File: src/rtl/rbs_sub_seq_pkg.sv
// Shared definitions for the sequential ripple-borrow subtractor.
// Holds the FSM state encoding, the default operand/slice widths and a
// helper that sizes the slice-index register.
package rbs_sub_seq_pkg;

  localparam int DEF_WIDTH = 8;
  localparam int DEF_SLICE = 4;

  typedef logic [1:0] state_t;

  localparam state_t ST_IDLE = 2'd0;
  localparam state_t ST_CALC = 2'd1;
  localparam state_t ST_DONE = 2'd2;

  // Width of the slice index; at least one bit even for a single slice.
  function automatic int idx_width(input int nsl);
    return (nsl > 1) ? $clog2(nsl) : 1;
  endfunction

endpackage

File: src/rtl/rbs_sub_seq_if.sv
// Operand/result handshake bundle for rbs_sub_seq.
//   in_valid/in_ready   : operand handshake (a, b, bin)
//   out_valid/out_ready : result handshake (d, bout, ovf)
// master = operand producer / result consumer, slave = the subtractor.
interface rbs_sub_seq_if
  import rbs_sub_seq_pkg::*;
#(
  parameter int WIDTH = DEF_WIDTH
);

  logic             in_valid;
  logic             in_ready;
  logic [WIDTH-1:0] a;
  logic [WIDTH-1:0] b;
  logic             bin;
  logic             out_valid;
  logic             out_ready;
  logic [WIDTH-1:0] d;
  logic             bout;
  logic             ovf;

  modport master (
    output in_valid, a, b, bin, out_ready,
    input  in_ready, out_valid, d, bout, ovf
  );

  modport slave (
    input  in_valid, a, b, bin, out_ready,
    output in_ready, out_valid, d, bout, ovf
  );

endinterface

File: src/rtl/rbs_sub_seq_sub_slice.sv
// Combinational SLICE-bit ripple-borrow subtractor built from a chain of
// full subtractors: {bout, d} = a - b - bin (unsigned).
//   bin  : borrow into bit 0
//   a, b : slice operands
//   d    : slice difference
//   bout : borrow out of the top bit
module rbs_sub_seq_sub_slice #(
  parameter int SLICE = 4
) (
  input  logic             bin,
  input  logic [SLICE-1:0] a,
  input  logic [SLICE-1:0] b,
  output logic [SLICE-1:0] d,
  output logic             bout
);

  logic [SLICE:0] brw;

  assign brw[0] = bin;

  for (genvar gi = 0; gi < SLICE; gi++) begin : g_fs
    assign d[gi]       = a[gi] ^ b[gi] ^ brw[gi];
    // Borrow when b exceeds a, or they are equal and a borrow comes in.
    assign brw[gi + 1] = (~a[gi] & b[gi]) | (~(a[gi] ^ b[gi]) & brw[gi]);
  end

  assign bout = brw[SLICE];

endmodule

File: src/rtl/rbs_sub_seq.sv
// Multi-cycle ripple-borrow subtractor: D = A - B - bin, one SLICE-bit
// slice per clock, low slice first. The borrow between slices lives in a
// register, so the combinational path is a single SLICE-bit borrow chain.
//   clk, rst : clock and synchronous active-high reset
//   bus      : slave side of rbs_sub_seq_if (operands in, result out)
// WIDTH must be a multiple of SLICE.
module rbs_sub_seq
  import rbs_sub_seq_pkg::*;
#(
  parameter int WIDTH = DEF_WIDTH,
  parameter int SLICE = DEF_SLICE
) (
  input  logic       clk,
  input  logic       rst,
  rbs_sub_seq_if.slave bus
);

  localparam int NSL = WIDTH / SLICE;
  localparam int IW  = idx_width(NSL);
  localparam logic [IW-1:0] LAST_IDX = IW'(NSL - 1);

  state_t           state_reg;
  logic [IW-1:0]    idx_reg;
  logic             borrow_reg;
  logic [WIDTH-1:0] a_reg;
  logic [WIDTH-1:0] b_reg;
  logic [WIDTH-1:0] d_reg;
  logic             bout_reg;
  logic             ovf_reg;
  logic             out_valid_reg;

  logic [SLICE-1:0] a_slice;
  logic [SLICE-1:0] b_slice;
  logic [SLICE-1:0] d_slice;
  logic             bout_slice;

  // The single slice subtractor is time-multiplexed over the operands.
  assign a_slice = a_reg[idx_reg * SLICE +: SLICE];
  assign b_slice = b_reg[idx_reg * SLICE +: SLICE];

  rbs_sub_seq_sub_slice #(
    .SLICE (SLICE)
  ) u_sub_slice (
    .bin  (borrow_reg),
    .a    (a_slice),
    .b    (b_slice),
    .d    (d_slice),
    .bout (bout_slice)
  );

  always_ff @(posedge clk) begin
    if (rst) begin
      state_reg     <= ST_IDLE;
      idx_reg       <= '0;
      borrow_reg    <= 1'b0;
      a_reg         <= '0;
      b_reg         <= '0;
      d_reg         <= '0;
      bout_reg      <= 1'b0;
      ovf_reg       <= 1'b0;
      out_valid_reg <= 1'b0;
    end else begin
      case (state_reg)
        ST_IDLE: begin
          if (bus.in_valid) begin
            a_reg      <= bus.a;
            b_reg      <= bus.b;
            // Seeding the borrow register with bin makes slice 0 uniform.
            borrow_reg <= bus.bin;
            idx_reg    <= '0;
            state_reg  <= ST_CALC;
          end
        end
        ST_CALC: begin
          d_reg[idx_reg * SLICE +: SLICE] <= d_slice;
          borrow_reg <= bout_slice;
          idx_reg    <= idx_reg + 1'b1;
          if (idx_reg == LAST_IDX) begin
            bout_reg <= bout_slice;
            // d's MSB is the top bit of the slice being written this cycle.
            ovf_reg  <= (a_reg[WIDTH-1] != b_reg[WIDTH-1]) &&
                        (d_slice[SLICE-1] != a_reg[WIDTH-1]);
            out_valid_reg <= 1'b1;
            idx_reg       <= '0;
            state_reg     <= ST_DONE;
          end
        end
        ST_DONE: begin
          // Result held until taken; no new accept on the same edge.
          if (bus.out_ready) begin
            out_valid_reg <= 1'b0;
            state_reg     <= ST_IDLE;
          end
        end
        default: begin
          state_reg <= ST_IDLE;
        end
      endcase
    end
  end

  assign bus.in_ready  = (state_reg == ST_IDLE) && !rst;
  assign bus.out_valid = out_valid_reg;
  assign bus.d         = d_reg;
  assign bus.bout      = bout_reg;
  assign bus.ovf       = ovf_reg;

endmodule

File: src/flat_wrapper.sv
// flat-port wrapper written by rule: the top's interface ports become plain ports
module rbs_sub_seq_flat import rbs_sub_seq_pkg::*;
#(
  parameter int WIDTH = DEF_WIDTH,
  parameter int SLICE = DEF_SLICE
)
  (clk, rst, bus_in_valid, bus_a, bus_b, bus_bin, bus_out_ready, bus_in_ready, bus_out_valid, bus_d, bus_bout, bus_ovf);
  rbs_sub_seq_if #(.WIDTH(WIDTH)) bus_i ();
  input  logic clk;
  input  logic rst;
  input wire logic [$bits(bus_i.in_valid)-1:0] bus_in_valid;
  input wire logic [$bits(bus_i.a)-1:0] bus_a;
  input wire logic [$bits(bus_i.b)-1:0] bus_b;
  input wire logic [$bits(bus_i.bin)-1:0] bus_bin;
  input wire logic [$bits(bus_i.out_ready)-1:0] bus_out_ready;
  output wire logic [$bits(bus_i.in_ready)-1:0] bus_in_ready;
  output wire logic [$bits(bus_i.out_valid)-1:0] bus_out_valid;
  output wire logic [$bits(bus_i.d)-1:0] bus_d;
  output wire logic [$bits(bus_i.bout)-1:0] bus_bout;
  output wire logic [$bits(bus_i.ovf)-1:0] bus_ovf;
  assign bus_i.in_valid = bus_in_valid;
  assign bus_i.a = bus_a;
  assign bus_i.b = bus_b;
  assign bus_i.bin = bus_bin;
  assign bus_i.out_ready = bus_out_ready;
  assign bus_in_ready = bus_i.in_ready;
  assign bus_out_valid = bus_i.out_valid;
  assign bus_d = bus_i.d;
  assign bus_bout = bus_i.bout;
  assign bus_ovf = bus_i.ovf;
  rbs_sub_seq #(.WIDTH(WIDTH), .SLICE(SLICE)) u_core (.clk(clk), .rst(rst), .bus(bus_i));
endmodule
File: config.mk
export PLATFORM = sky130hd
export DESIGN_NAME = rbs_sub_seq_flat
export DESIGN_NICKNAME = d
export VERILOG_FILES = /design/src/rtl/rbs_sub_seq_pkg.sv /design/src/rtl/rbs_sub_seq_if.sv /design/src/rtl/rbs_sub_seq_sub_slice.sv /design/src/rtl/rbs_sub_seq.sv /design/src/flat_wrapper.sv
export SDC_FILE = /design/constraint.sdc
export NUM_CORES = 1
export LEC_CHECK = 0
export CORE_MARGIN = 5
export CORE_UTILIZATION = 45
export CTS_BUF_LIST = sky130_fd_sc_hd__clkbuf_2
export DETAILED_ROUTE_END_ITERATION = 10
export HOLD_SLACK_MARGIN = 0.05
export PLACE_DENSITY = 0.76
export RECOVER_POWER = 50
export SYNTH_ARGS = -nofsm -noshare
export SYNTH_HDL_FRONTEND = slang
export SYNTH_SLANG_ARGS = --single-unit
File: constraint.sdc
create_clock -name clk -period 2.9 [get_ports clk]
set_input_delay 0.87 -clock clk [delete_from_list [all_inputs] [get_ports clk]]
set_output_delay 0.87 -clock clk [all_outputs]
set_load 0.1 [all_outputs]
## Word-level counts from Yosys, hierarchy flattened

Cells that the tools add are included.

| word-level totals | value |
|---|---|
| register bits | 31 |
| memories kept | 0 |
| memory bits (read-only) | 0 |
| output and inout bits | 12 |
| bits in latches | 0 |
| memory bits (writable) | 0 |
| input bits | 21 |

| cells by class | value |
|---|---|
| shift-type cells | 4 |
| equal/unequal tests | 7 |
| add/sub/neg operators | 2 |
| divide/modulo/power cells | 0 |
| bitwise operators | 28 |
| reduce and logical (&&, ||, !) cells | 11 |
| muxes and demuxes | 13 |
| $lt $le $gt $ge | 0 |
| multiply operators | 0 |

Operators by type and width:

| operator | count |
|---|---|
| $neg 3->34 | 1 |
| $shift 4x34->8 const A | 1 |
| $shiftx 4x34->8 | 1 |
| $shiftx 8x4->4 | 2 |
| $and 1x1->1 | 8 |
| $bwmux 8 | 1 |
| $not 1->1 | 8 |
| $xor 1x1->1 | 8 |
| $mux 2 | 3 |
| $pmux 1 s2 | 3 |
| $pmux 2 s3 | 1 |
| $reduce_and 2->1 | 3 |
| $reduce_and 3->1 | 2 |
| $mux 1 | 5 |
| $ne 2x2->1 const B | 2 |
| $or 1x1->1 | 4 |
| $reduce_bool 2->1 | 2 |
| $eq 2x1->1 const B | 1 |
| $eq 2x2->1 const B | 1 |
| $logic_and 1x1->1 | 2 |
| $logic_not 2->1 | 1 |
| $ne 1x1->1 | 2 |
| $ne 2x1->1 const B | 1 |
| $add 1x1->1 const B | 1 |
| $logic_not 1->1 | 1 |

## Longest topological paths before layout

Gate-level depths: netlist of run 1.

| logic depth | value |
|---|---|
| depth after elaboration | 12 |
| mapped depth | 11 |
| gate-level depth less buffers | 10 |

## Modules after synthesis

From an unflattened synthesis of run 1, not the netlist that was laid out.

| unflattened totals | value |
|---|---|
| cell total of the unflattened synthesis | 138 |
| area total of the unflattened synthesis | 1,421.4 um^2 |

By module, submodules not included:

| module | area each (um^2) | cells an instance | times used | seq. area each (um^2) |
|---|---|---|---|---|
| rbs_sub_seq | 1,303.8 | 124 | 1 | 620.6 |
| rbs_sub_seq_sub_slice | 117.6 | 14 | 1 | 0.0 |

## Least setup slack after synthesis of run 1

OpenSTA, ideal clock, no wires.

| timing | value |
|---|---|
| kind | input port to output port |
| start | input port rst |
| end | output port bus_in_ready |
| required time | 2.030 ns |
| arrival | 3.095 ns |
| buffers on the path | 1 |
| slack | -1.065 ns |
| stages on the path | 2 |
| cell sequence | clkbuf_1 -> nor3_1 |

| on the way | value |
|---|---|
| longest elaborated chain between the ends | 2 |

Ends and longest elaborated chain:

| item | line | source |
|---|---|---|
| from (decl) | flat_wrapper.sv:10 | `input logic rst;` |
| $logic_not 1->1 | rbs_sub_seq.sv:102 | `assign bus.in_ready = (state_reg == ST_IDLE) && !rst;` |
| $logic_and 1x1->1 | rbs_sub_seq.sv:102 |  |
| to (decl) | flat_wrapper.sv:16 | `output wire logic [$bits(bus_i.in_ready)-1:0] bus_in_ready;` |

No other way between the ends.

## Worst setup path after layout of run 1

| timing | value |
|---|---|
| start | register u_core.idx_reg |
| end | register u_core.ovf_reg (netlist: u_core.bus.ovf) |

| on the way | value |
|---|---|
| longest elaborated chain between the ends | 12 |
| elaborated cells between the ends (all ways) | 25 |
| classes of those cells | eq/ne: 1; shift: 2; bitwise: 20; reduce/logical: 2 |

Ends and longest elaborated chain:

| item | line | source |
|---|---|---|
| from (decl) | rbs_sub_seq.sv:23 | `logic [IW-1:0] idx_reg;` |
| from (signal assigned) | rbs_sub_seq.sv:77 | `idx_reg <= idx_reg + 1'b1;` |
| $shiftx 8x4->4 (on tied branches) | rbs_sub_seq.sv:38, rbs_sub_seq.sv:39 |  |
| $xor 1x1->1 | rbs_sub_seq_sub_slice.sv:24 | `assign brw[gi + 1] = (~a[gi] & b[gi]) \| (~(a[gi] ^ b[gi]) & brw[gi]);` |
| $not 1->1 | rbs_sub_seq_sub_slice.sv:24 |  |
| $and 1x1->1 | rbs_sub_seq_sub_slice.sv:24 |  |
| $or 1x1->1 | rbs_sub_seq_sub_slice.sv:24 |  |
| $and 1x1->1 | rbs_sub_seq_sub_slice.sv:24 |  |
| $or 1x1->1 | rbs_sub_seq_sub_slice.sv:24 |  |
| $and 1x1->1 | rbs_sub_seq_sub_slice.sv:24 |  |
| $or 1x1->1 | rbs_sub_seq_sub_slice.sv:24 |  |
| $xor 1x1->1 | rbs_sub_seq_sub_slice.sv:22 | `assign d[gi] = a[gi] ^ b[gi] ^ brw[gi];` |
| $ne 1x1->1 | rbs_sub_seq.sv:82 | `(d_slice[SLICE-1] != a_reg[WIDTH-1]);` |
| $logic_and 1x1->1 | rbs_sub_seq.sv:81 | `ovf_reg <= (a_reg[WIDTH-1] != b_reg[WIDTH-1]) &&` |
| to (signal assigned) | rbs_sub_seq.sv:81 |  |
| to (decl) | rbs_sub_seq.sv:29 | `logic ovf_reg;` |

Parallel ways exist; a longest one is shown, timed or not.
A chain may end at the register's enable or synchronous reset.

==> results.sh, run 1 <==
export IMPL_fin_crit_ps=2780
export IMPL_rows=20
export IMPL_drt_first_iter_violations=43
export IMPL_setup_violations=0
export IMPL_ys_flop_type="dfxtp_1"
export IMPL_netlist_area_mm2=0.00138
export IMPL_grt_max_degree=32
export IMPL_vias_per_cell=5.07
export IMPL_synth_seq_cells=31
export IMPL_grt_pass1_vias=1083
export IMPL_cts_setup_buffers=0
export IMPL_crit_family="adder cells"
export IMPL_fin_nets=190
export IMPL_min_path_type="reg2reg"
export IMPL_syn_avg_cell_area_um2=10.7
export IMPL_finalCritPeriodShare_pct=95.8
export IMPL_track_usage_pct=14.7
export IMPL_worst_pin_slew_ps=1160
export IMPL_status="completed"
export IMPL_worst_r2r_path_depth=9
export IMPL_crit_type="reg2reg"
export IMPL_max_freq_mhz=360
export IMPL_grt_setup_unrepaired="yes"
export IMPL_route_final_wire_length_um=2690
export IMPL_slew_violations=0
export IMPL_cp_end_kind="flip-flop"
export IMPL_die_area_mm2=0.00428
export IMPL_fin_tns_setup_ps=0
export IMPL_port_buffers=32
export IMPL_fp_dieW_um=65.5
export IMPL_drcViolationCount=0
export IMPL_dr_pass1_iters=4
export IMPL_p_leak_nw=0.705
export IMPL_ant_nets=0
export IMPL_final_core_util_pct=58.3
export IMPL_async_flop_share_pct=0
export IMPL_crit_top_cell="fa_2"
export IMPL_syn_instance_count=129
export IMPL_core_area_mm2=0.00300
export IMPL_cts_buffer_depth=2
export IMPL_die_h_um=65.5
export IMPL_cts_buffers=5
export IMPL_yosysTopAreaCell="dfxtp_1"
export IMPL_tritoncts="done"
export IMPL_arrival_ps=3060
export IMPL_place_congestion=0.735
export IMPL_vias=1008
export IMPL_cp_max_fo=8
export IMPL_crit_slowest_cell="dfxtp_4"
export IMPL_yosysUniqueCellTypes=26
export IMPL_synth_common_cells="32 x nor2_1, 31 x dfxtp_1, 25 x mux2i_1"
export IMPL_syn_nets=154
export IMPL_ff2ff_setup_slack_ps=120
export IMPL_synth_most_common_cell="nor2_1"
export IMPL_fillers=281
export IMPL_synth_warnings=0
export IMPL_setup_slack_ps=121
export IMPL_avgRoutedWirePerCell_um=13.5
export IMPL_htreeDepth=2
export IMPL_peakVddDrop_mv=0.260
export IMPL_synth_seq_area_share_pct=44.8
export IMPL_syn_to_final_growth_pct=26.4
export IMPL_clkTransAtPathRegs_ps=150
export IMPL_pre_cts_slack_ps=15.9
export IMPL_clock_root_buffer="clkbuf_2"
export IMPL_yosys_top_cells_area="dfxtp_1 45%, mux2i_1 18%, nor2_1 8.7%, fa_1 5.8%, mux2_2 3.3%"
export IMPL_antenna_found_initial=0
export IMPL_fin_skew_ps=9.25
export IMPL_cp_required_ps=3180
export IMPL_hpwl_um=2100
export IMPL_start_util_pct=46.1
export IMPL_cts_sinks=31
export IMPL_grt_pass1_wl_um=4800
export IMPL_synth_edf_count=0
export IMPL_clk_latency_ps=350
export IMPL_max_slew_margin_rel_pct=22.9
export IMPL_ios=33
export IMPL_hold_violations=0
export IMPL_holdPathStages=2
export IMPL_crit_path_cell_trace="mux2i_4 -> fa_2 -> inv_2 -> fa_2 -> fa_2 -> inv_2 -> fa_1 -> or3b_4 -> a311oi_2"
export IMPL_yosysTopAreaCellShare_pct=44.8
export IMPL_drive_gt1_share_pct=22.9
export IMPL_antenna_cells=0
export IMPL_drv_cap=0
export IMPL_path_buf_inv=2
export IMPL_powerDensity_mw_per_mm2=571
export IMPL_cp_num_cells=9
export IMPL_start_kind="flip-flop"
export IMPL_gr_total_overflow=0
export IMPL_slowest_delay_ps=440
## cell type report
| cell class | count | area, um2 | share of cell area, % |
|---|---|---|---|
| multi-input cells | 86 | 696 | 39.8 |
| flip-flops and latches | 31 | 624 | 35.7 |
| repair buffers | 38 | 337 | 19.2 |
| well taps | 33 | 41.3 | 2.36 |
| clock buffers | 7 | 35.0 | 2.00 |
| inverters | 3 | 11.3 | 0.644 |
| clock inverters | 1 | 5.00 | 0.286 |
## metrics by stage
stage | instances | instance area, um2 | power (mW) | hold slack (ps)
after floorplan | 129 | 1410 | 0.716 | 454
after global placement | 191 | 1710 | 0.793 | 477
after detailed placement | 191 | 1710 | 0.803 | 488
after CTS | 199 | 1750 | 1.01 | 516
after global routing | 199 | 1750 | 1.06 | 541
final | 199 | 1750 | 0.999 | 511
## per-layer routing
layer | vias to the layer above | GRT usage, % | wire, um
met1 | 463 | 17.1 | 1170
met3 | 4 | 5.98 | 155
met5 | - | 0 | 0
li1 | 510 | - | -
met4 | 0 | 5.44 | 22
met2 | 31 | 24.0 | 1340
## where the power goes
| part | switching, mW | leakage [nW] | internal, mW | total (mW) |
|---|---|---|---|---|
| sequential | 0.0266 | 0.255 | 0.457 | 0.484 |
| clock | 0.140 | 0.0330 | 0.0659 | 0.206 |
| combinational | 0.181 | 0.417 | 0.128 | 0.309 |
## worst paths after layout
| check | from | end |
|---|---|---|
| worst min register to register | u_core.bus.d[4] | u_core.bus.d[4] |
| worst max register to register | u_core.idx_reg | u_core.bus.ovf |
| worst max-delay path | u_core.idx_reg | u_core.bus.ovf |
| worst min-delay path | u_core.bus.d[4] | u_core.bus.d[4] |
## logic make-up after synthesis
family	synth area share (%)
buffers and inverters	7.41
AND/OR/NAND/NOR	14.6
adder cells (fa/ha/maj)	5.79
flip-flops	44.8
multiplexers	21.3
AO/OA/AOI/OAI	5.97
## cells in the final DEF (no fill, tap or decap), drive strengths merged
cell and n:
a2bb2oi 1, o21bai 1, mux2i 25, mux2 4, clkdlybuf4s50 18, clkbuf 10
nand3b 1, a21oi 4, nor3b 2, inv 3, buf 15, clkinv 1
dfxtp 31, a311oi 1, nor2 32, or3b 2, a211oi 5, and3b 1
nand2b 2, dlygate4sd3 2, nor3 1, fa 4
## what timing repair did
item | 4_1_cts | 5_1_grt
gates resized for setup | 0 | 6
hold buffers | 0 | 0
endpoints found under the setup margin | 0 | 1
hold endpoints to repair | 0 | 0
## tightest hold or removal path, delay by kind of cell (launching register included)
kind | cells | cell delay (ps)
AO/OA/AOI/OAI | 1 | 50
AND/OR/NAND/NOR | 1 | 90
flip-flops | 1 | 340
Power figures use the tool's default switching activity.
==> inputs of run 2 (changes only) <==
==> constraint.sdc (replaced) <==
create_clock -name clk -period 2.9 [get_ports clk]
set_input_delay 0.29 -clock clk [delete_from_list [all_inputs] [get_ports clk]]
set_output_delay 0.29 -clock clk [all_outputs]
set_load 0.1 [all_outputs]
==> results.sh, run 2 (same netlist as run 1, synthesis figures left out) <==
export IMPL_cp_max_fo=6
export IMPL_max_slew_margin_rel_pct=70.2
export IMPL_path_buf_inv=2
export IMPL_postPlaceCellArea_mm2=0.00169
export IMPL_die_area_mm2=0.00428
export IMPL_grt_max_degree=33
export IMPL_crit_type="reg2reg"
export IMPL_vias=1004
export IMPL_worst_r2r_path_depth=9
export IMPL_antenna_found_initial=0
export IMPL_fin_tns_setup_ps=0
export IMPL_crit_path_cell_trace="mux2i_4 -> fa_2 -> inv_1 -> fa_2 -> fa_2 -> inv_1 -> fa_1 -> or3b_4 -> a311oi_2"
export IMPL_min_path_type="reg2reg"
export IMPL_tritoncts="done"
export IMPL_grt_pass1_vias=1005
export IMPL_hold_end="u_core.borrow_reg"
export IMPL_vias_per_cell=5.02
export IMPL_drv_cap=0
export IMPL_port_buffers=32
export IMPL_postCtsHoldBufs=0
export IMPL_arrival_ps=3100
export IMPL_crit_top_cell="fa_2"
export IMPL_fin_skew_ps=3.24
export IMPL_cp_required_ps=3200
export IMPL_place_congestion=0.764
export IMPL_p_leak_nw=0.720
export IMPL_slowest_delay_ps=420
export IMPL_cts_buffer_depth=2
export IMPL_drt_first_iter_violations=42
export IMPL_slew_violations=0
export IMPL_route_final_wire_length_um=2650
export IMPL_final_common_cell="nor2_1"
export IMPL_stdcell_area_mm2=0.00176
export IMPL_setup_violations=0
export IMPL_crit_family="adder cells"
export IMPL_grt_pass1_wl_um=4410
export IMPL_ant_nets=0
export IMPL_r2r_end="u_core.bus.ovf"
export IMPL_fin_nets=191
export IMPL_drcViolationCount=0
export IMPL_peakVddDrop_mv=0.290
export IMPL_max_freq_mhz=357
export IMPL_power_total_uw=993
export IMPL_avgRoutedWirePerCell_um=13.2
export IMPL_start_kind="flip-flop"
export IMPL_rows=20
export IMPL_powerDensity_mw_per_mm2=564
export IMPL_fp_dieW_um=65.5
export IMPL_layout_common_cells="32 x nor2_1, 30 x dfxtp_1, 24 x mux2i_1"
export IMPL_track_usage_pct=13.5
export IMPL_ff2ff_setup_slack_ps=100
export IMPL_ios=33
export IMPL_core_area_mm2=0.00300
export IMPL_status="completed"
export IMPL_crit_slowest_cell="dfxtp_4"
export IMPL_worst_pin_slew_ps=447
export IMPL_worst_r2r_startpoint="u_core.idx_reg"
export IMPL_gr_total_overflow=0
export IMPL_hpwl_um=1970
export IMPL_cts_sinks=31
export IMPL_antenna_cells=0
export IMPL_syn_to_final_growth_pct=27.1
export IMPL_drive_gt1_share_pct=22.8
export IMPL_clkTransAtPathRegs_ps=150
export IMPL_htreeDepth=2
export IMPL_dr_pass1_iters=4
export IMPL_fin_crit_ps=2800
export IMPL_cp_end_kind="flip-flop"
export IMPL_holdPathStages=2
export IMPL_hold_violations=0
export IMPL_clk_latency_ps=370
export IMPL_cts_buffers=5
export IMPL_start_util_pct=46.1
export IMPL_min_from="u_core.borrow_reg"
export IMPL_finalCritPeriodShare_pct=96.5
export IMPL_fillers=271
export IMPL_clock_root_buffer="clkbuf_2"
export IMPL_die_h_um=65.5
run 2: area by class of cell:
cell class                      instances  area, um2  share of cell area (%)
Tap cell                               33       41.3                    2.35
Timing Repair Buffer                   39        355                    20.2
Multi-Input combinational cell         86        689                    39.2
Clock inverter                          2       7.51                   0.427
Inverter                                3       11.3                   0.640
Clock buffer                            6       30.0                    1.71
Sequential cell                        31        624                    35.5
run 2: timing repair:
| item | CTS | global route |
|---|---|---|
| resized for setup | 0 | 4 |
| hold endpoints to repair | 0 | 0 |
| setup endpoints to repair | 0 | 1 |
| buffers inserted | 0 | 1 |
run 2: through the flow:
step | hold WS, ps | std cells | setup slack [ps] | utilization (%)
after detailed placement | 484 | 191 | 34.5 | 56.4
final | 511 | 200 | 100 | 58.6
after floorplan | 362 | 129 | 53.1 | -
after global placement | 474 | 191 | 127 | 56.4
after CTS | 499 | 199 | 8.75 | 57.7
after global routing | 490 | 200 | -1.80 | 58.6
run 2: per-layer routing:
metal / global-route usage [%] / wire length (um) / vias to the layer above
met4: 6.99 / 56 / 0
li1: - / - / 508
met2: 20.9 / 1200 / 30
met5: 0 / 0 / -
met1: 16.1 / 1210 / 461
met3: 5.47 / 179 / 5
run 2: how the worst max path moves through the flow:
stage | start | end | slack [ps] | depth (start not counted)
after floorplan | u_core.idx_reg | u_core.bus.ovf | 50 | 10
after global placement | u_core.idx_reg | u_core.bus.ovf | 130 | 9
after detailed placement | u_core.idx_reg | u_core.bus.ovf | 30 | 9
after CTS | u_core.idx_reg | u_core.bus.ovf | 9 | 9
after global routing | u_core.idx_reg | u_core.bus.ovf | -2 | 9
final | u_core.idx_reg | u_core.bus.ovf | 100 | 9
run 2: report_power, final:
group	switching, mW	leakage [nW]	internal, mW
Clock	0.143	0.0281	0.0579
Combinational	0.180	0.437	0.130
Sequential	0.0243	0.255	0.457
Total	0.347	0.720	0.645
run 2: worst register-to-register path, stage by stage (launching register included):
cell and delay [ps]:
dfxtp_4 420, mux2i_4 240, fa_2 210, inv_1 50, fa_2 340, fa_2 330
inv_1 70, fa_1 420, or3b_4 380, a311oi_2 260
==> inputs of run 3 (changes only) <==
--- a/config.mk
+++ b/config.mk
@@ -5,6 +5,7 @@
 export SDC_FILE = /design/constraint.sdc
 export NUM_CORES = 1
 export LEC_CHECK = 0
+export CAP_MARGIN = 20
 export CORE_MARGIN = 5
 export CORE_UTILIZATION = 45
 export CTS_BUF_LIST = sky130_fd_sc_hd__clkbuf_2
==> results of run 3 <==
The final DEF is identical to that of run 2; final timing and power are the same.
